**src/rtl/spi_pkg.sv**
```systemverilog
// Shared types, constants and SCLK edge helpers for the SPI peripheral.
package spi_pkg;

    localparam int unsigned SPI_MIN_OVERSAMPLE = 8;

    typedef enum logic {
        IDLE,
        SHIFT
    } spi_state_t;

    function automatic logic spi_leading(input logic prev, input logic curr, input logic cpol);
        return (prev == cpol) && (curr != cpol);
    endfunction

    function automatic logic spi_trailing(input logic prev, input logic curr, input logic cpol);
        return (prev != cpol) && (curr == cpol);
    endfunction

endpackage

```
**src/rtl/spi_sync.sv**
```systemverilog
// Multi-flop synchronizer for one asynchronous pin, presetting to a chosen idle level on reset.
module spi_sync #(
    parameter int unsigned STAGES    = 2,
    parameter bit          RESET_VAL = 1'b0
) (
    input  logic clkIn,
    input  logic rst,
    input  logic d_i,
    output logic q_o
);

    logic [STAGES-1:0] sync_q;

    always_ff @(posedge clkIn or posedge rst) begin
        if (rst) begin
            sync_q <= {STAGES{RESET_VAL}};
        end else begin
            sync_q <= {sync_q[STAGES-2:0], d_i};
        end
    end

    assign q_o = sync_q[STAGES-1];

endmodule

```
**src/rtl/spi_peripheral.sv**
```systemverilog
// Oversampled SPI responder with a single-word TX buffer; all logic runs on clkIn.
// Define SPI_PERIPHERAL_ERR_FLAGS_EN to add the sticky txUnderrun/frameAbort flags and errClr.
module spi_peripheral
    import spi_pkg::*;
#(
    parameter int unsigned DATA_WIDTH  = 16,
    parameter bit          CPOL        = 1'b0,
    parameter bit          CPHA        = 1'b0,
    parameter int unsigned SYNC_STAGES = 2
) (
    input  logic                  clkIn,
    input  logic                  rst,
    input  logic                  sclk,
    input  logic                  csN,
    input  logic                  mosi,
    output logic                  miso,
    output logic                  misoOe,
    input  logic [DATA_WIDTH-1:0] txData,
    input  logic                  txValid,
    output logic                  txReady,
    output logic [DATA_WIDTH-1:0] rxData,
    output logic                  rxValid,
    output logic                  busy
`ifdef SPI_PERIPHERAL_ERR_FLAGS_EN
    ,
    input  logic                  errClr,
    output logic                  txUnderrun,
    output logic                  frameAbort
`endif
);

    localparam int unsigned CntW = $clog2(DATA_WIDTH);

    logic sclk_sync, cs_sync, mosi_sync;
    logic sclk_prev_q, cs_prev_q;

    spi_sync #(.STAGES(SYNC_STAGES), .RESET_VAL(CPOL)) u_sync_sclk (
        .clkIn (clkIn),
        .rst   (rst),
        .d_i   (sclk),
        .q_o   (sclk_sync)
    );

    spi_sync #(.STAGES(SYNC_STAGES), .RESET_VAL(1'b1)) u_sync_cs (
        .clkIn (clkIn),
        .rst   (rst),
        .d_i   (csN),
        .q_o   (cs_sync)
    );

    spi_sync #(.STAGES(SYNC_STAGES), .RESET_VAL(1'b0)) u_sync_mosi (
        .clkIn (clkIn),
        .rst   (rst),
        .d_i   (mosi),
        .q_o   (mosi_sync)
    );

    spi_state_t            state_q, state_d;
    logic [CntW-1:0]       bit_cnt_q, bit_cnt_d;
    logic [DATA_WIDTH-1:0] rx_shift_q, rx_shift_d;
    logic [DATA_WIDTH-1:0] tx_shift_q, tx_shift_d;
    logic [DATA_WIDTH-1:0] tx_buf_q, tx_buf_d;
    logic                  tx_full_q, tx_full_d;
    logic [DATA_WIDTH-1:0] rx_data_q, rx_data_d;
    logic                  rx_pend_q, rx_pend_d;
    logic                  rx_valid_q;
    logic                  reload_q, reload_d;
    logic                  skip_q, skip_d;

    logic lead_edge, trail_edge, sample_edge, shift_edge;
    logic cs_fall, tx_load, consume, underrun_set, abort_set;

    assign lead_edge   = spi_leading(sclk_prev_q, sclk_sync, CPOL);
    assign trail_edge  = spi_trailing(sclk_prev_q, sclk_sync, CPOL);
    assign sample_edge = CPHA ? trail_edge : lead_edge;
    assign shift_edge  = CPHA ? lead_edge : trail_edge;
    assign cs_fall     = cs_prev_q & ~cs_sync;
    assign tx_load     = txValid & ~tx_full_q;

    always_comb begin
        state_d      = state_q;
        bit_cnt_d    = bit_cnt_q;
        rx_shift_d   = rx_shift_q;
        tx_shift_d   = tx_shift_q;
        rx_data_d    = rx_data_q;
        rx_pend_d    = 1'b0;
        reload_d     = reload_q;
        skip_d       = skip_q;
        consume      = 1'b0;
        underrun_set = 1'b0;
        abort_set    = 1'b0;

        unique case (state_q)
            IDLE: begin
                if (cs_fall) begin
                    state_d      = SHIFT;
                    bit_cnt_d    = '0;
                    tx_shift_d   = tx_full_q ? tx_buf_q : '0;
                    consume      = tx_full_q;
                    underrun_set = ~tx_full_q;
                    reload_d     = 1'b0;
                    // With CPHA=1 the MSB is already on miso before the first leading edge
                    skip_d       = CPHA;
                end
            end
            SHIFT: begin
                // Deselect outranks any simultaneous SCLK edge
                if (cs_sync) begin
                    state_d    = IDLE;
                    bit_cnt_d  = '0;
                    rx_shift_d = '0;
                    reload_d   = 1'b0;
                    skip_d     = 1'b0;
                    abort_set  = (bit_cnt_q != '0);
                end else if (sample_edge) begin
                    rx_shift_d = {rx_shift_q[DATA_WIDTH-2:0], mosi_sync};
                    if (bit_cnt_q == CntW'(DATA_WIDTH - 1)) begin
                        bit_cnt_d = '0;
                        rx_data_d = {rx_shift_q[DATA_WIDTH-2:0], mosi_sync};
                        rx_pend_d = 1'b1;
                        reload_d  = 1'b1;
                    end else begin
                        bit_cnt_d = bit_cnt_q + 1'b1;
                    end
                end else if (shift_edge) begin
                    if (skip_q) begin
                        skip_d = 1'b0;
                    end else if (reload_q) begin
                        reload_d     = 1'b0;
                        tx_shift_d   = tx_full_q ? tx_buf_q : '0;
                        consume      = tx_full_q;
                        underrun_set = ~tx_full_q;
                    end else begin
                        tx_shift_d = {tx_shift_q[DATA_WIDTH-2:0], 1'b0};
                    end
                end
            end
            default: state_d = IDLE;
        endcase

        // A load can only happen while empty and a consume only while full, so they never collide
        tx_buf_d  = tx_load ? txData : tx_buf_q;
        tx_full_d = tx_load ? 1'b1 : (consume ? 1'b0 : tx_full_q);
    end

    always_ff @(posedge clkIn or posedge rst) begin
        if (rst) begin
            sclk_prev_q <= CPOL;
            cs_prev_q   <= 1'b1;
            state_q     <= IDLE;
            bit_cnt_q   <= '0;
            rx_shift_q  <= '0;
            tx_shift_q  <= '0;
            tx_buf_q    <= '0;
            tx_full_q   <= 1'b0;
            rx_data_q   <= '0;
            rx_pend_q   <= 1'b0;
            rx_valid_q  <= 1'b0;
            reload_q    <= 1'b0;
            skip_q      <= 1'b0;
        end else begin
            sclk_prev_q <= sclk_sync;
            cs_prev_q   <= cs_sync;
            state_q     <= state_d;
            bit_cnt_q   <= bit_cnt_d;
            rx_shift_q  <= rx_shift_d;
            tx_shift_q  <= tx_shift_d;
            tx_buf_q    <= tx_buf_d;
            tx_full_q   <= tx_full_d;
            rx_data_q   <= rx_data_d;
            rx_pend_q   <= rx_pend_d;
            rx_valid_q  <= rx_pend_q;
            reload_q    <= reload_d;
            skip_q      <= skip_d;
        end
    end

    assign busy    = (state_q == SHIFT);
    assign misoOe  = (state_q == SHIFT);
    assign miso    = (state_q == SHIFT) & tx_shift_q[DATA_WIDTH-1];
    assign txReady = ~tx_full_q;
    assign rxData  = rx_data_q;
    assign rxValid = rx_valid_q;

`ifdef SPI_PERIPHERAL_ERR_FLAGS_EN
    logic underrun_q, abort_q;

    // Set wins over a same-cycle clear
    always_ff @(posedge clkIn or posedge rst) begin
        if (rst) begin
            underrun_q <= 1'b0;
            abort_q    <= 1'b0;
        end else begin
            underrun_q <= underrun_set | (underrun_q & ~errClr);
            abort_q    <= abort_set | (abort_q & ~errClr);
        end
    end

    assign txUnderrun = underrun_q;
    assign frameAbort = abort_q;
`else
    logic err_unused;
    assign err_unused = underrun_set ^ abort_set;
`endif

endmodule

```
**config.mk**
```make
export PLATFORM = sky130hd
export DESIGN_NAME = spi_peripheral
export DESIGN_NICKNAME = d
export VERILOG_FILES = /design/src/rtl/spi_pkg.sv /design/src/rtl/spi_sync.sv /design/src/rtl/spi_peripheral.sv
export SDC_FILE = /design/constraint.sdc
export NUM_CORES = 1
export LEC_CHECK = 0
export ABC_AREA = 1
export CORE_MARGIN = 10
export CORE_UTILIZATION = 45
export DETAILED_ROUTE_END_ITERATION = 16
export PLACE_DENSITY_LB_ADDON = 0.3
export SLEW_MARGIN = 40
export SYNTH_ARGS = -nofsm -noshare
export SYNTH_HDL_FRONTEND = slang
export SYNTH_SLANG_ARGS = --single-unit
```
**constraint.sdc**
```tcl
create_clock -name clkIn -period 3.3 [get_ports clkIn]
set_input_delay 0.99 -clock clkIn [delete_from_list [all_inputs] [get_ports clkIn]]
set_output_delay 0.99 -clock clkIn [all_outputs]
set_load 0.05 [all_outputs]
```
==> results_dict.tcl, run 1 <==
set metrics [dict create \
    status "finished, final reports clean" \
    initial_utilization_pct 46.0 \
    hold_viol 0 \
    drv_cap 0 \
    clock_skew_ns 0.0120 \
    worst_ep_required_time_ns 2.31 \
    multi_input_area_mm2 0.00104 \
    setup_slack_ns 0.417 \
    ios 43 \
    avgSynthCellArea_um2 10.5 \
    cp.arrival_ns 1.89 \
    yosysWarningCount 0 \
    insertion_delay_ns 0.35 \
    overflow 0 \
    antenna_found_initial 0 \
    max_slew_margin_pct 63.4 \
    max_stage_delay_ns 0.81 \
    gp_congestion 0.725 \
    seq_area_frac_synth_pct 60.8 \
    cts_resized 0 \
    via_per_inst 4.75 \
    first_global_vias 2169 \
    dp_hpwl_um 3950 \
    switchingPower_mw 0.714 \
    critPathMaxFanout 18 \
    grt_usage_pct 10.8 \
    clkTransAtPathRegs_ns 0.09 \
    fill_cells 645 \
    cts_buffers 9 \
    core_mm2 0.00718 \
    seq_area_mm2 0.00201 \
    slowest_stage "clkdlybuf4s50_1" \
    min_period_ns 2.88 \
    fmax_ghz 0.347 \
    root_buffer "clkbuf_8" \
    grt_max_degree 41 \
    syn_nets 338 \
    design.die.area_mm2 0.0112 \
    finalSetupViolations 0 \
    met1Wirelength_um 2660 \
    post_cts_buffers 0 \
    p_clk_share_pct 31.8 \
    r2r_setup_slack_ns 1.68 \
    tritoncts "done" \
    worstMarginPinSlew_ns 0.550 \
    p_leak_nw 1.85 \
    chipWidth_um 106 \
    vdd_ir_drop_max_mv 0.296 \
    syn_area_mm2 0.00330 \
    area_delta_synth_final_pct 20.4 \
    power_report.internal_total_mw 1.85 \
    hp-class "flip-flop to flip-flop" \
    syn_inst 315 \
    clock-sinks 80 \
    finalCritPeriodShare_pct 87.4 \
    rsz0062_at_grt "false" \
    ys_seq_elements 80 \
    drt_wl_total_um 5730 \
    power.share.sequential_pct 50.6 \
    clock_path_buffers 2 \
    port_buffers 42 \
    cts_max_level 3 \
    path_cells "inv_2 > clkdlybuf4s50_1" \
    slew_violations 0 \
    fin_util_pct 55.3 \
    drt_iter0_markers 83 \
    end_kind "primary output" \
    wl_met2_um 2730 \
    dp_slack_ns 0.776 \
    rows 31 \
    cts_hold_buf 0 \
    setup_tns_ns 0 \
    dr.pass1.iters 4 \
    wl_per_cell_um 12.5 \
    cp-start-kind "flip-flop" \
    drive_gt1_share_pct 18.1 \
    drtAntennaViolNets 0 \
    vias 2179 \
    synthDistinctLibCells 22 \
    antenna_cells 0 \
    fp.dieH_um 106 \
    final_common_cell "nand2_1" \
    dr_wl_met3_um 238 \
    combPwrFrac_pct 17.6 \
    final_cell_mix "nand2_1, dfrtp_1, clkdlybuf4s50_1" \
    p_per_area_mw_per_mm2 645 \
    fin_nets 378 \
    grt_pass1_wl_um 9930 \
    switching_share_pct 27.9 \
    drc_errors 0 \
    worstSetupPathType "flip-flop to primary output" \
    top_layer_used "met4" \
]
==> layout make-up <==
type                    instances  share of cell area [%]
well taps                      99                    3.12
repair buffers                 44                    11.3
clock buffers                  10                    3.47
inverters                      32                    3.06
multi-input cells             188                    26.3
clock inverters                 6                    2.27
flip-flops and latches         80                    50.5
==> synthesized netlist by cell type <==
cell	n	share of area (%)
o22ai_1	15	2.8
nand2_1	86	9.8
nand2_2	4	0.76
dfrtp_1	77	58
nand3_1	9	1.4
buf_2	3	0.45
nand2_4	1	0.34
mux2_2	16	5.5
nor2_4	1	0.34
inv_1	29	3.3
nand4_1	2	0.38
o21ai_2	16	4.2
o21ai_1	16	2.4
nor2_1	2	0.23
inv_2	3	0.34
nand3_2	1	0.30
buf_4	3	0.68
buf_6	8	2.7
ha_1	1	0.38
dfstp_2	3	2.4
clkbuf_1	1	0.11
o21ai_0	18	2.7
==> critical path, delay by kind of cell (launching register included) <==
family,cells,cell delay (ns)
flip-flops,1,0.59
buffers and inverters,2,0.95
==> flip-flops by register name (all words and copies together), names as in the netlist <==
signal	flops
tx_full_q	1
reload_q	1
busy	1
rx_shift_q	15
rxData	16
u_sync_sclk.sync_q	2
tx_shift_q	16
tx_buf_q	16
u_sync_cs.sync_q	2
bit_cnt_q	4
cs_prev_q	1
u_sync_mosi.sync_q	2
rxValid	1
rx_pend_q	1
sclk_prev_q	1
==> metrics by stage <==
stage	cells	area [µm²]	hold WS [ns]	power (mW)
6_report	459	3970	0.357	2.56
5_1_grt	459	3970	0.368	2.73
4_1_cts	459	3970	0.360	2.60
3_5_place_dp	443	3740	0.341	1.78
3_3_place_gp	443	3740	0.333	1.75
2_1_floorplan	315	3300	0.331	1.67
==> power groups by stage <==
stage          sequential, mW  combinational (mW)  clock (mW)
2_1_floorplan            1.26               0.404           0
3_3_place_gp             1.31               0.444           0
3_5_place_dp             1.32               0.460           0
4_1_cts                  1.30               0.460       0.839
5_1_grt                  1.33               0.514       0.886
6_report                 1.30               0.450       0.815
==> cell families after synthesis <==
group | count (synthesis) | synth area share, %
buffers and inverters | 47 | 7.62
AND/OR/NAND/NOR | 106 | 13.5
multiplexers | 16 | 5.46
flip-flops | 80 | 60.8
AO/OA/AOI/OAI | 65 | 12.2
adder cells (fa/ha/maj) | 1 | 0.379
==> routing by layer <==
layer	global-route usage, %	vias up
met1	13.1	1035
met5	0	-
met4	5.90	0
li1	-	1104
met2	16.9	32
met3	3.23	8
==> worst paths after layout <==
kind                                      from                   to  cells after the start
max reg2reg                          tx_full_q          tx_buf_q[7]                      3
min in group asynchronous                  rst        rx_shift_q[0]                      2
max in group asynchronous                  rst            cs_prev_q                      3
min                        u_sync_cs.sync_q[0]  u_sync_cs.sync_q[1]                      0
min reg2reg                u_sync_cs.sync_q[0]  u_sync_cs.sync_q[1]                      0
max                                  tx_full_q              txReady                      2
No activity file was read; power rests on OpenSTA's default activity.
==> run 2, diff against run 1 <==
CTS_BUF_LIST = sky130_fd_sc_hd__clkbuf_4 sky130_fd_sc_hd__clkbuf_8   (was not set)
==> results of run 2 <==
Final layout, timing and power as in run 1 (identical DEF).
==> run 3, diff against run 2 <==
MAX_ROUTING_LAYER = met4   (was not set)
SYNTH_HIERARCHICAL = 1   (was not set)
==> results_dict.tcl, run 3 <==
set metrics [dict create \
    use_met1_pct 15.7 \
    drv_cap 0 \
    use_met2_pct 17.6 \
    rsz0062_at_grt "false" \
    synth-async-reset-ratio_pct 100 \
    syn_area_mm2 0.00337 \
    cp.arrival_ns 1.86 \
    cp_top_family "buffers and inverters" \
    cts_buffers 9 \
    r2r_setup_slack_ns 1.66 \
    final_cell_mix "nand2_1, dfrtp_1, clkdlybuf4s50_1" \
    path_cells "nand2_1 > inv_1 > clkdlybuf4s50_1" \
    grt-busiest-layer "met2" \
    grt_usage_pct 12.2 \
    min_period_ns 2.85 \
    grt_pass1_wl_um 11100 \
    finalCritPeriodShare_pct 86.4 \
    clock_path_buffers 2 \
    worst_ep_required_time_ns 2.31 \
    avgSynthCellArea_um2 9.98 \
    synth_edf_count 0 \
    setup_slack_ns 0.448 \
    overflow 0 \
    cp-start-kind "flip-flop" \
    cts_max_level 3 \
    syn_nets 364 \
    tritoncts "done" \
    antenna_found_initial 0 \
    synth_top_cell_by_area "dfrtp_1" \
    gp_congestion 0.785 \
    area_delta_synth_final_pct 18.8 \
    synth_fa_ha_area_share_pct 1.48 \
    fill_cells 644 \
    worst_hold_slack_ns 0.351 \
    dp_hpwl_um 4300 \
    hp-class "flip-flop to flip-flop" \
    synth_flop_cell "dfrtp_1" \
    grt_max_degree 33 \
    synthDistinctLibCells 24 \
    clkTransAtPathRegs_ns 0.07 \
    seq_area_frac_synth_pct 59.4 \
    synth-compound-area-share_pct 10.4 \
    r2r_cells 4 \
    critPathMaxFanout 11 \
    setup_tns_ns 0 \
    slowest_stage "clkdlybuf4s50_1" \
    ys_seq_elements 80 \
    clock_skew_ns 0.00978 \
    dp_slack_ns 0.827 \
    use_met3_pct 3.71 \
    dp.cells 466 \
    final_cells 482 \
    design.die.area_mm2 0.0114 \
    cp.depth 3 \
    antenna_cells 0 \
    synth_commonest_cells "nand2_1, dfrtp_1, o21ai_0, inv_1, mux2_2" \
    status "finished, final reports clean" \
    post_cts_buffers 0 \
    root_buffer "clkbuf_8" \
    first_global_vias 2336 \
    finalSetupViolations 0 \
    wl_per_cell_um 13.2 \
    port_buffers 42 \
    vias 2338 \
    muxShareOfSynthArea_pct 5.34 \
    drc_errors 0 \
    yosysWarningCount 6 \
    min_to "u_sync_mosi/sync_q[1]" \
    holdPathStages 0 \
    max_slew_margin_pct 64.2 \
    chipWidth_um 107 \
    drive_gt1_share_pct 13.1 \
    drtAntennaViolNets 0 \
    end_kind "primary output" \
    synthSimpleGateAreaFrac_pct 15.6 \
    core_mm2 0.00725 \
    worstMarginPinSlew_ns 0.536 \
    max_stage_delay_ns 0.79 \
    synth_top_family_by_area "simple AND/OR/NAND/NOR gates" \
    cts_hold_buf 0 \
    drt_iter0_markers 138 \
    yosysMostFrequentCell "nand2_1" \
    fin_util_pct 55.3 \
    synth_area_leaders "dfrtp_1, nand2_1, o21ai_0" \
    reg2reg_from "u_sync_sclk/sync_q[1]" \
    drt_wl_total_um 6360 \
    syn_inst 338 \
    worstHoldStart "u_sync_mosi/sync_q[0]" \
    final_common_cell "nand2_1" \
    dr.pass1.iters 5 \
    p_leak_nw 1.97 \
    crit_buf_inv 2 \
    worstSetupPathType "flip-flop to primary output" \
    insertion_delay_ns 0.34 \
    clock-sinks 80 \
    slew_violations 0 \
    synth_top_area_share_pct 57.1 \
    rows 31 \
    via_per_inst 4.85 \
    ios 43 \
    r2r_end "rx_shift_q[0]" \
    vdd_ir_drop_max_mv 0.464 \
    fmax_ghz 0.351 \
    fp.dieH_um 107 \
    synth-xor-area-share_pct 0 \
    fin_nets 404 \
    p_per_area_mw_per_mm2 615 \
    cts_resized 0 \
    hold_viol 0 \
    initial_utilization_pct 46.5 \
]
run 3: cell types whose count changed after synthesis, sizes merged:
cell and delta:
clkbuf +1, ha +3, inv +2, nand2 +17
nand3 -2, nor2 -1, nor3 +1, o21ai +4
o22ai -2
run 3: how the worst max path moves through the flow:
stage	startpoint	to
after floorplan	rst	bit_cnt_q[0]
after global placement	busy	miso
after detailed placement	busy	miso
after CTS	busy	miso
after global routing	busy	miso
final	busy	miso
run 3: where the power goes:
group	total [mW]	internal [mW]	switching, mW	leakage, nW
clock network	0.658	0.312	0.346	0.0951
logic	0.510	0.238	0.272	0.840
registers	1.30	1.19	0.109	1.03
run 3: routing by layer:
metal | share of wire, % | up-vias
met2 | 46 | 42
met4 | 1.0 | 0
met5 | 0 | -
met3 | 4.5 | 4
met1 | 49 | 1117
li1 | - | 1175
run 3: worst reg2reg max path: cells and delay by family, from the launching register on:
kind / cells / cell delay [ns]
compound gates: 2 / 0.58
fa+ha+maj: 1 / 0.25
buf+inv: 1 / 0.32
flops: 1 / 0.42
run 3: cells by family after synthesis:
group           after synthesis
compound gates               67
fa+ha+maj                     4
buf+inv                      50
flops                        80
mux                          16
simple gates                121
run 3: stage by stage:
step | power, mW | cell area [µm²]
5_1_grt | 2.64 | 4010
6_report | 2.46 | 4010
2_1_floorplan | 1.72 | 3370
3_3_place_gp | 1.81 | 3820
3_5_place_dp | 1.83 | 3820
4_1_cts | 2.49 | 4010
run 3: area by class of cell:
| cell class | count | area, µm² | share of cell area (%) |
|---|---|---|---|
| Inverter | 34 | 130 | 3.25 |
| Clock buffer | 11 | 151 | 3.78 |
| Multi-Input combinational cell | 208 | 1110 | 27.7 |
| Tap cell | 99 | 124 | 3.09 |
| Sequential cell | 80 | 2010 | 50.0 |
| Timing Repair Buffer | 45 | 455 | 11.4 |
| Clock inverter | 5 | 31.3 | 0.780 |
==> patch (settings of run 3) <==
Add a define of `SPI_PERIPHERAL_ERR_FLAGS_EN`.
--- a/src/rtl/spi_peripheral.sv
+++ b/src/rtl/spi_peripheral.sv
@@ -2,2 +2,4 @@
 // Define SPI_PERIPHERAL_ERR_FLAGS_EN to add the sticky txUnderrun/frameAbort flags and errClr.
+`define SPI_PERIPHERAL_ERR_FLAGS_EN
+
 module spi_peripheral
Ports: changed (added errClr, frameAbort and txUnderrun); port bits go from 43 to 46. No check against the original RTL was run, so the function may have changed too.
==> patch against run 3 <==
  * Synthesized cell count increased by 24%
  * Final cell count grew 17%
  * Synthesized area up 6.5%
  * Largest cell class unchanged
  * Power rose by 6.7%
  * Sequential cell count grew 2
  * First-iteration DRC count rose by 51%
  * Utilization rose by 0.58 points
  * Wire length up 13%
  * Clock power rose by 33%
  * Worst setup slack got worse by 0.27 ns
  * Design area is 8.2% higher
  * Sequential share of layout area shrank 2.6 points
==> patch: results (changes against run 3) <==
Maximum number of pins on one net before global-route repair = 77 (was 33)
Internal power summed over all cells = 1.871 mW (was 1.738 mW)
Critical register-to-register path endpoint = bit_cnt_q[0] (was rx_shift_q[0])
Total of plain and repair buffers excluding clock buffers = 47 (was 45)
Worst setup path start = tx_full_q (was busy)
Number of combinational gates with multiple inputs = 266 (was 208)
Drt pass-1 iters = 4 (was 5)
FILL cells = 706 (was 644)
Stage delay of the slowest cell on the critical path = 0.87 ns (was 0.79 ns)
Clk cell area share = 5.567% (was 4.557%)
Worst slack on hold paths = 0.3517 ns (was 0.3514 ns)
Final routed wire length divided by cell count = 12.68 um (was 13.20 um)
Leading cell types by total area after synthesis = dfrtp_1 55%, nand2_1 18%, inv_1 4.9%, o21ai_0 4.7%, nand3_1 3.6% (was dfrtp_1 57%, nand2_1 12%, o21ai_0 6.1%, mux2_2 5.3%, inv_1 3.6%)
Launch point of the worst reg-to-reg path = busy (was u_sync_sclk/sync_q[1])
Global routing met3 resource utilization = 2.399% (was 3.713%)
Portion of the post-synthesis area used by sequential elements = 57.21% (was 59.44%)
Compound-gate portion of the synthesized area = 8.113% (was 10.42%)
Hold Startpoint = rx_pend_q (was u_sync_mosi/sync_q[0])
Clock skew after layout = 0.008567 ns (was 0.009780 ns)
R2R cell count = 6 (was 4)
Area used by sequential logic in the layout = 2056 sq um (was 2006 sq um)
First-iteration detailed-routing DRC count = 208 (was 138)
Met1 track demand over resource in global routing = 16.10% (was 15.67%)
FFs & Latches = 82 (was 80)
Result of the run = finished clean (unchanged)
Leakage power = 2.325 nW (was 1.969 nW)
Post-synthesis net count = 446 (was 364)
Max-Slew Margin vs Limit = 61.78% (was 64.18%)
patch: cell types whose count changed after synthesis, sizes merged, moves of 2 or more:
cell           run 3  this run
nor2               2         5
mux2              16         0
inv               34        52
nand2            108       174
o21ai             54        38
clkbuf             2         4
dfrtp             77        79
nand3              8        26
patch: through the flow:
stage	power (mW)	cells	setup slack [ns]	area, sq um
2_1_floorplan	1.647	418	0.3733	3593
3_3_place_gp	1.760	549	0.5979	4094
3_5_place_dp	1.780	549	0.5632	4094
4_1_cts	2.659	565	0.1722	4335
5_1_grt	2.801	565	0.04987	4338
6_report	2.630	565	0.1785	4338
patch: metal layers:
layer / wire length (um) / vias to the layer above
met3: 257 / 12
met2: 3428 / 36
li1: - / 1377
met4: 138 / 0
met5: 0 / -
met1: 3339 / 1259
patch: power by group through the flow:
stage,logic (mW),clock network (mW),registers (mW)
final,0.460,0.875,1.30
after global routing,0.543,0.939,1.32
after CTS,0.471,0.895,1.29
after detailed placement,0.467,0,1.31
after global placement,0.451,0,1.31
after floorplan,0.375,0,1.27
